--- src/rtl/mem_wb_stage.sv ---
// MEM->WB pipeline register for the MIPS32 core: load alignment/extension, data-memory
// ack wait with optional timeout, and the register file write port.
module mem_wb_stage #(
   parameter int unsigned ACK_TIMEOUT = 0
) (
   input  logic        clock,
   input  logic        reset,
   input  logic        M_Valid,
   input  logic        M_Flush,
   input  logic        M_RegWrite,
   input  logic        M_MemRead,
   input  logic [2:0]  M_LoadType,
   input  logic [1:0]  M_AddrLo,
   input  logic [4:0]  M_WriteReg,
   input  logic [31:0] M_ALUResult,
   input  logic [31:0] M_RtData,
   input  logic [31:0] Mem_DataIn,
   input  logic        Mem_Ack,
   output logic        M_Stall,
   output logic        BusError,
   output logic        WB_RegWrite,
   output logic [4:0]  WB_WriteReg,
   output logic [31:0] WB_WriteData
);

   localparam logic       TimeoutEn  = (ACK_TIMEOUT != 0);
   localparam logic [7:0] TimeoutLim = 8'(ACK_TIMEOUT);

   typedef enum logic [0:0] {StIdle, StWait} state_e;

   state_e      state, stateNext;
   logic [7:0]  waitCnt, waitCntNext;
   logic        ld, tmo, bubble;
   logic [7:0]  loadByte;
   logic [15:0] loadHalf;
   logic [31:0] loadData;

   assign ld  = M_Valid & M_MemRead & ~M_Flush;
   assign tmo = (state == StWait) & TimeoutEn & (waitCnt == TimeoutLim) & ~Mem_Ack;

   // Both flags are forced low while reset is asserted.
   assign M_Stall  = ~reset & ld & ~Mem_Ack & ~tmo;
   assign BusError = ~reset & tmo;

   assign bubble = ~M_Valid | M_Flush | M_Stall | tmo;

   always_comb begin
      stateNext   = state;
      waitCntNext = waitCnt;
      unique case (state)
         StIdle: begin
            if (ld && !Mem_Ack) begin
               stateNext   = StWait;
               waitCntNext = 8'd1;
            end
         end
         StWait: begin
            if (M_Flush || Mem_Ack || tmo) begin
               stateNext   = StIdle;
               waitCntNext = 8'd0;
            end else if (waitCnt != 8'hFF) begin
               waitCntNext = waitCnt + 8'd1;
            end
         end
         default: begin
            stateNext   = StIdle;
            waitCntNext = 8'd0;
         end
      endcase
   end

   // Big-endian lane select: address 0 is the most significant byte.
   always_comb begin
      loadByte = 8'h00;
      unique case (M_AddrLo)
         2'd0: loadByte = Mem_DataIn[31:24];
         2'd1: loadByte = Mem_DataIn[23:16];
         2'd2: loadByte = Mem_DataIn[15:8];
         2'd3: loadByte = Mem_DataIn[7:0];
         default: loadByte = 8'h00;
      endcase
   end

   assign loadHalf = M_AddrLo[1] ? Mem_DataIn[15:0] : Mem_DataIn[31:16];

   always_comb begin
      loadData = Mem_DataIn;
      case (M_LoadType)
         3'd1: loadData = {{24{loadByte[7]}}, loadByte};
         3'd2: loadData = {24'h000000, loadByte};
         3'd3: loadData = {{16{loadHalf[15]}}, loadHalf};
         3'd4: loadData = {16'h0000, loadHalf};
         3'd5: begin
            unique case (M_AddrLo)
               2'd0: loadData = Mem_DataIn;
               2'd1: loadData = {Mem_DataIn[23:0], M_RtData[7:0]};
               2'd2: loadData = {Mem_DataIn[15:0], M_RtData[15:0]};
               2'd3: loadData = {Mem_DataIn[7:0], M_RtData[23:0]};
               default: loadData = Mem_DataIn;
            endcase
         end
         3'd6: begin
            unique case (M_AddrLo)
               2'd0: loadData = {M_RtData[31:8], Mem_DataIn[31:24]};
               2'd1: loadData = {M_RtData[31:16], Mem_DataIn[31:16]};
               2'd2: loadData = {M_RtData[31:24], Mem_DataIn[31:8]};
               2'd3: loadData = Mem_DataIn;
               default: loadData = Mem_DataIn;
            endcase
         end
         default: loadData = Mem_DataIn;
      endcase
   end

   always_ff @(posedge clock) begin
      if (reset) begin
         state        <= StIdle;
         waitCnt      <= 8'd0;
         WB_RegWrite  <= 1'b0;
         WB_WriteReg  <= 5'd0;
         WB_WriteData <= 32'd0;
      end else begin
         state   <= stateNext;
         waitCnt <= waitCntNext;
         if (bubble) begin
            WB_RegWrite <= 1'b0;
            WB_WriteReg <= 5'd0;
         end else begin
            WB_RegWrite  <= M_RegWrite & (M_WriteReg != 5'd0);
            WB_WriteReg  <= M_WriteReg;
            WB_WriteData <= M_MemRead ? loadData : M_ALUResult;
         end
      end
   end

endmodule

--- config.mk ---
export PLATFORM = sky130hd
export DESIGN_NAME = mem_wb_stage
export DESIGN_NICKNAME = d
export VERILOG_FILES = /design/src/rtl/mem_wb_stage.sv
export SDC_FILE = /design/constraint.sdc
export NUM_CORES = 1
export LEC_CHECK = 0
export ABC_AREA = 1
export ABC_CLOCK_PERIOD_IN_PS = 2310
export CORE_MARGIN = 1
export CORE_UTILIZATION = 31
export DETAILED_ROUTE_END_ITERATION = 12
export HOLD_SLACK_MARGIN = 0.05
export PLACE_DENSITY_LB_ADDON = 0.1
export REMOVE_ABC_BUFFERS = 1
export SLEW_MARGIN = 30
export SYNTH_ARGS = -nofsm -noshare
export SYNTH_HDL_FRONTEND = slang
export SYNTH_SLANG_ARGS = --single-unit
--- constraint.sdc ---
create_clock -name clock -period 2.31 [get_ports clock]
set_clock_uncertainty 0.2 [all_clocks]
set_input_delay 0.231 -clock clock [delete_from_list [all_inputs] [get_ports clock]]
set_output_delay 0.231 -clock clock [all_outputs]
set_load 0.1 [all_outputs]
Word level (Yosys, flattened, before mapping)
Index checks and enable logic that the tools add are counted.
- bits in registers: 38
- input port bits: 113
- output and inout bits: 40
- logic and storage cells: 32
- equality and inequality tests: 9
- mux-type cells: 6
- bitwise logic cells: 11
- reduce and logical (&&, ||, !) cells: 3
- operators with widths (cell ; number):
    $pmux 32 s4 ; 2
    $pmux 32 s6 ; 1
    $mux 32 ; 1
    $pmux 8 s4 ; 1
    $mux 16 ; 1
    $eq 3x3->1 const B ; 3
    $eq 3x2->1 const B ; 2
    $and 1x1->1 ; 5
    $reduce_bool 5->1 ; 1
    $eq 2x2->1 const B ; 2
    $not 1->1 ; 4
    $eq 3x1->1 const B ; 1
    $eq 2x1->1 const B ; 1
    $logic_not 2->1 ; 1
    $or 1x1->1 ; 2
    $reduce_or 2->1 ; 1

Longest topological paths before layout
- depth after elaboration: 6
- depth in mapped cells: 12
- mapped depth without buffers: 10

Worst setup path before layout
OpenSTA, ideal clock, no wires.
- kind: input-to-reg
- start point: input M_Flush
- end point: register WB_WriteData[0]
- setup time: 0.071 ns
- data arrival time: 2.342 ns
- required time: 2.039 ns
- setup slack: -0.303 ns
- stages on the path: 8
- buffers on the path: 1
- path through: inv_1 > nand3_1 > nor3_2 > nor2_2 > inv_2 > clkbuf_1 > a21oi_1 > a21oi_1
- word-level cells in the longest chain between the ends: 5
- elaborated cells on any way between the ends: 6
- classes of those cells: bitwise: 6
- RTL lines (what ; line ; text):
    start, declared ; 9 ; input logic M_Flush,
    $not 1->1 ; 38 ; assign ld = M_Valid & M_MemRead & ~M_Flush;
    $and 1x1->1 ; 38 ;
    $and 1x1->1 (2 in series) ; 42 ; assign M_Stall = ~reset & ld & ~Mem_Ack & ~tmo;
    named net M_Stall ; 19 ; output logic M_Stall,
    $or 1x1->1 ; 45 ; assign bubble = ~M_Valid | M_Flush | M_Stall | tmo;
    end signal, assigned ; 131 ; WB_WriteData <= M_MemRead ? loadData : M_ALUResult;
    end, declared ; 23 ; output logic [31:0] WB_WriteData
The timed path passes the listed nets, and every way through them passes these cells.
A chain may end at the register's enable or synchronous reset.

Worst setup path in the final report
- start point: input M_LoadType[2]
- end point: register WB_WriteData[9]
- word-level cells in the longest chain between the ends: 3
- elaborated cells on any way between the ends: 8
- classes of those cells: eq/ne: 6; mux: 2
- RTL lines (what ; line ; text):
    start, declared ; 12 ; input logic [2:0] M_LoadType,
    $eq 3x3->1, or another cell as far along ; 88 ; case (M_LoadType)
    $pmux 32 s6 (*) ; 88 ;
    $mux 32 (*) ; 131 ;
Every way passes the cells marked *; elsewhere a longest branch is shown, timed or not.

==> metrics <==
outcome complete, no violations; via count 5451; Seq cells post-synth 38; final setup margin 0.422 ns; final wirelength 16800 µm; vias in the first global route 5109; Post-CTS Resized 0; Max Buffers Root-to-Sink 2; CTS sink count 38; sequential fraction of the synthesis area 18.8%; final period utilization 81.8%; total CTS buffers 5; TritonCTS clock tree built; Crit. End Element flop; Post-DRT Antenna Nets 0; Reg area 761 µm²; hold buffers post-CTS 0; synth warn 0; Area contributors post-synth nand2_1 21%, dfxtp_1 19%, a21oi_1 15%; DRT Pass-1 Iters 5; CTS root buffer clkbuf_16; fin. max-slew vios 0; Area growth syn-to-layout 43.5%; Worst-Skew Late Latency 0.30 ns; P per Cell Area 484 mW/mm²; overall power 2.81 mW; Synth area leader nand2_1; Slew headroom 62.5%; 1st-iter DRT viols 343; met2 GRT Util 44.1%; Site Rows 41; # nets final 1008; arrival time at the worst endpoint 1.92 ns; H-Tree Depth 2; Core Region 0.0127 mm²; FILL cells 1428; Worst EP required 2.34 ns; fin util 45.9%; final cell count without fillers 1068; total global routing track utilization 25.3%; ANT cells 0; Startpoint Class input pin; grt peak-use layer met2; pre-CTS setup slack 0.128 ns; CP max stage cell clkdlybuf4s50_1; RSZ-0062 raised after global routing false; Avg Inst Size Synth 5.34 µm²; P_sw 1.17 mW; largest net degree at the start of global routing 65; Post-synth EDFFs 0; Detail Placement HPWL 11900 µm; async set-reset flop share out of synthesis 0%; Die Y-Extent 116 µm; CP most frequent cell nand2_1; Power Internal 1.64 mW; Cells after DPL 1060; fmax 530 MHz; Seq pwr share 25.6%; # Post-CTS Setup Buffers 0; routability cong. 0.905; Most used DFF post-synth dfxtp_1; mapped cell area 0.00405 mm²; share of cells above drive strength 1 11.3%; WL per Instance 15.8 µm; met3 Track Usage GR 4.00%; worst-path cell chain clkdlybuf4s50_1 -> inv_2 -> nand3_2 -> nand2_1 -> nor2_4 -> buf_4 -> a21oi_1 -> nand2_1 -> nand2_1 -> a21oi_1; Clk pwr share 29.5%; final setup TNS 0 ns; WS Path Type input pin to flop; placed standard-cell area 0.00565 mm²; GRT overflow 0; initial antenna violation count 0; final setup vio count 0; Gate Count Post-Synth 759; met1 Usage GRT 30.9%; post-DR vias/cell 5.10; Die Wd 116 µm; CP top delay family buffers and inverters; Multi-input gate area 0.00272 mm²; I/O Buffers 151; initial core utilization 32.0%; Peak VDD IR 0.000327 V; Leak 2.80 nW; Hold Slack 0.275 ns; Critical Path Fanout Max 19; slowest stage delay, CP 0.56 ns; Tmin final 1.89 ns; Bufs and invs on worst path 3; Max Cap Violations 0; global-route wire length before repair 26200 µm; drt drc 0; measured slew at the worst slew-check pin 0.562 ns; Die Area 0.0135 mm²; Final Hold Viols 0; switch share 41.7%; clock slew at reported path FFs 0.06 ns; # IOs 153; final instance area 0.00581 mm²; Combinational Power Share 44.9%; Hold Path Class input pin to flop; post-synth top area share 21.2%; Distinct cells, synth 26
==> layout by cell type (no fill, tap or decap), types with 2 or more instances in the layout <==
cell type	instances
a21oi_1	121
buf_12	4
buf_2	2
buf_4	64
clkbuf_16	5
clkdlybuf4s50_1	110
clkinv_2	2
dfxtp_1	38
inv_1	66
inv_2	9
nand2_1	229
nand3_1	88
nand3_2	3
nand4_1	16
nor2_1	67
nor2_2	3
nor2_4	4
o21ai_0	46
o21ai_1	3
o21bai_1	7
==> cells in the mapped netlist (3+ instances only) <==
cell type / count
nand2_1: 229
a21oi_1: 121
nand3_1: 88
nor2_1: 67
inv_1: 66
o21ai_0: 46
dfxtp_1: 38
buf_2: 21
nand4_1: 16
clkbuf_1: 15
buf_4: 9
inv_2: 9
o21bai_1: 7
buf_6: 6
nor2_2: 4
nand3_2: 3
nor2_4: 3
o21ai_1: 3
==> cells by family after synthesis <==
group | Yosys count | synth area share [%]
AND/OR/NAND/NOR | 414 | 43.8
AO/OA/AOI/OAI | 180 | 23.1
other | 1 | 0.0926
buffers and inverters | 126 | 14.3
flip-flops | 38 | 18.8
==> path summary, 6_finish.rpt <==
check / slack (ns) / cells past startpoint / end / start
hold reg to reg: 0.34 / 2 / WB_WriteData[24]$_SDFFE_PP0N_ / WB_WriteData[24]$_SDFFE_PP0N_
setup reg to reg: 1.41 / 2 / WB_WriteData[26]$_SDFFE_PP0N_ / WB_WriteData[26]$_SDFFE_PP0N_
setup / recovery: 0.42 / 10 / WB_WriteData[9]$_SDFFE_PP0N_ / M_LoadType[2]
hold / removal: 0.28 / 3 / WB_WriteReg[4]$_SDFF_PP0_ / M_WriteReg[4]
==> power by group through the flow <==
| stage | sequential (mW) | clock, mW | combinational, mW |
|---|---|---|---|
| CTS | 0.720 | 0.854 | 1.26 |
| finish | 0.719 | 0.830 | 1.26 |
| detailed placement | 0.733 | 0 | 1.26 |
| global placement | 0.733 | 0 | 1.25 |
| floorplan | 1.03 | 0 | 0.444 |
| global route | 0.724 | 0.875 | 1.37 |
==> flip-flops by register name, indices dropped and copies added, names as in the netlist <==
register / count
WB_WriteData: 32
WB_RegWrite: 1
WB_WriteReg: 5
==> worst reg2reg max path: stages, from the launching register on <==
cell     delay [ns]
dfxtp_1        0.40
o21ai_0        0.11
a21oi_1        0.12
==> metal layers <==
metal  routed length [µm]  share of wire [%]
met1                 7150                 42
met2                 8020                 48
met3                 1160                6.9
met4                  500                3.0
met5                    0                  0
==> area by class of cell <==
cell class	instances	area share, %
clock inverters	3	0.689
well taps	172	3.70
flip-flops and latches	38	13.1
inverters	75	4.84
clock buffers	5	2.15
repair buffers	180	28.8
multi-input cells	595	46.8
No activity file was read; power rests on OpenSTA's default activity.
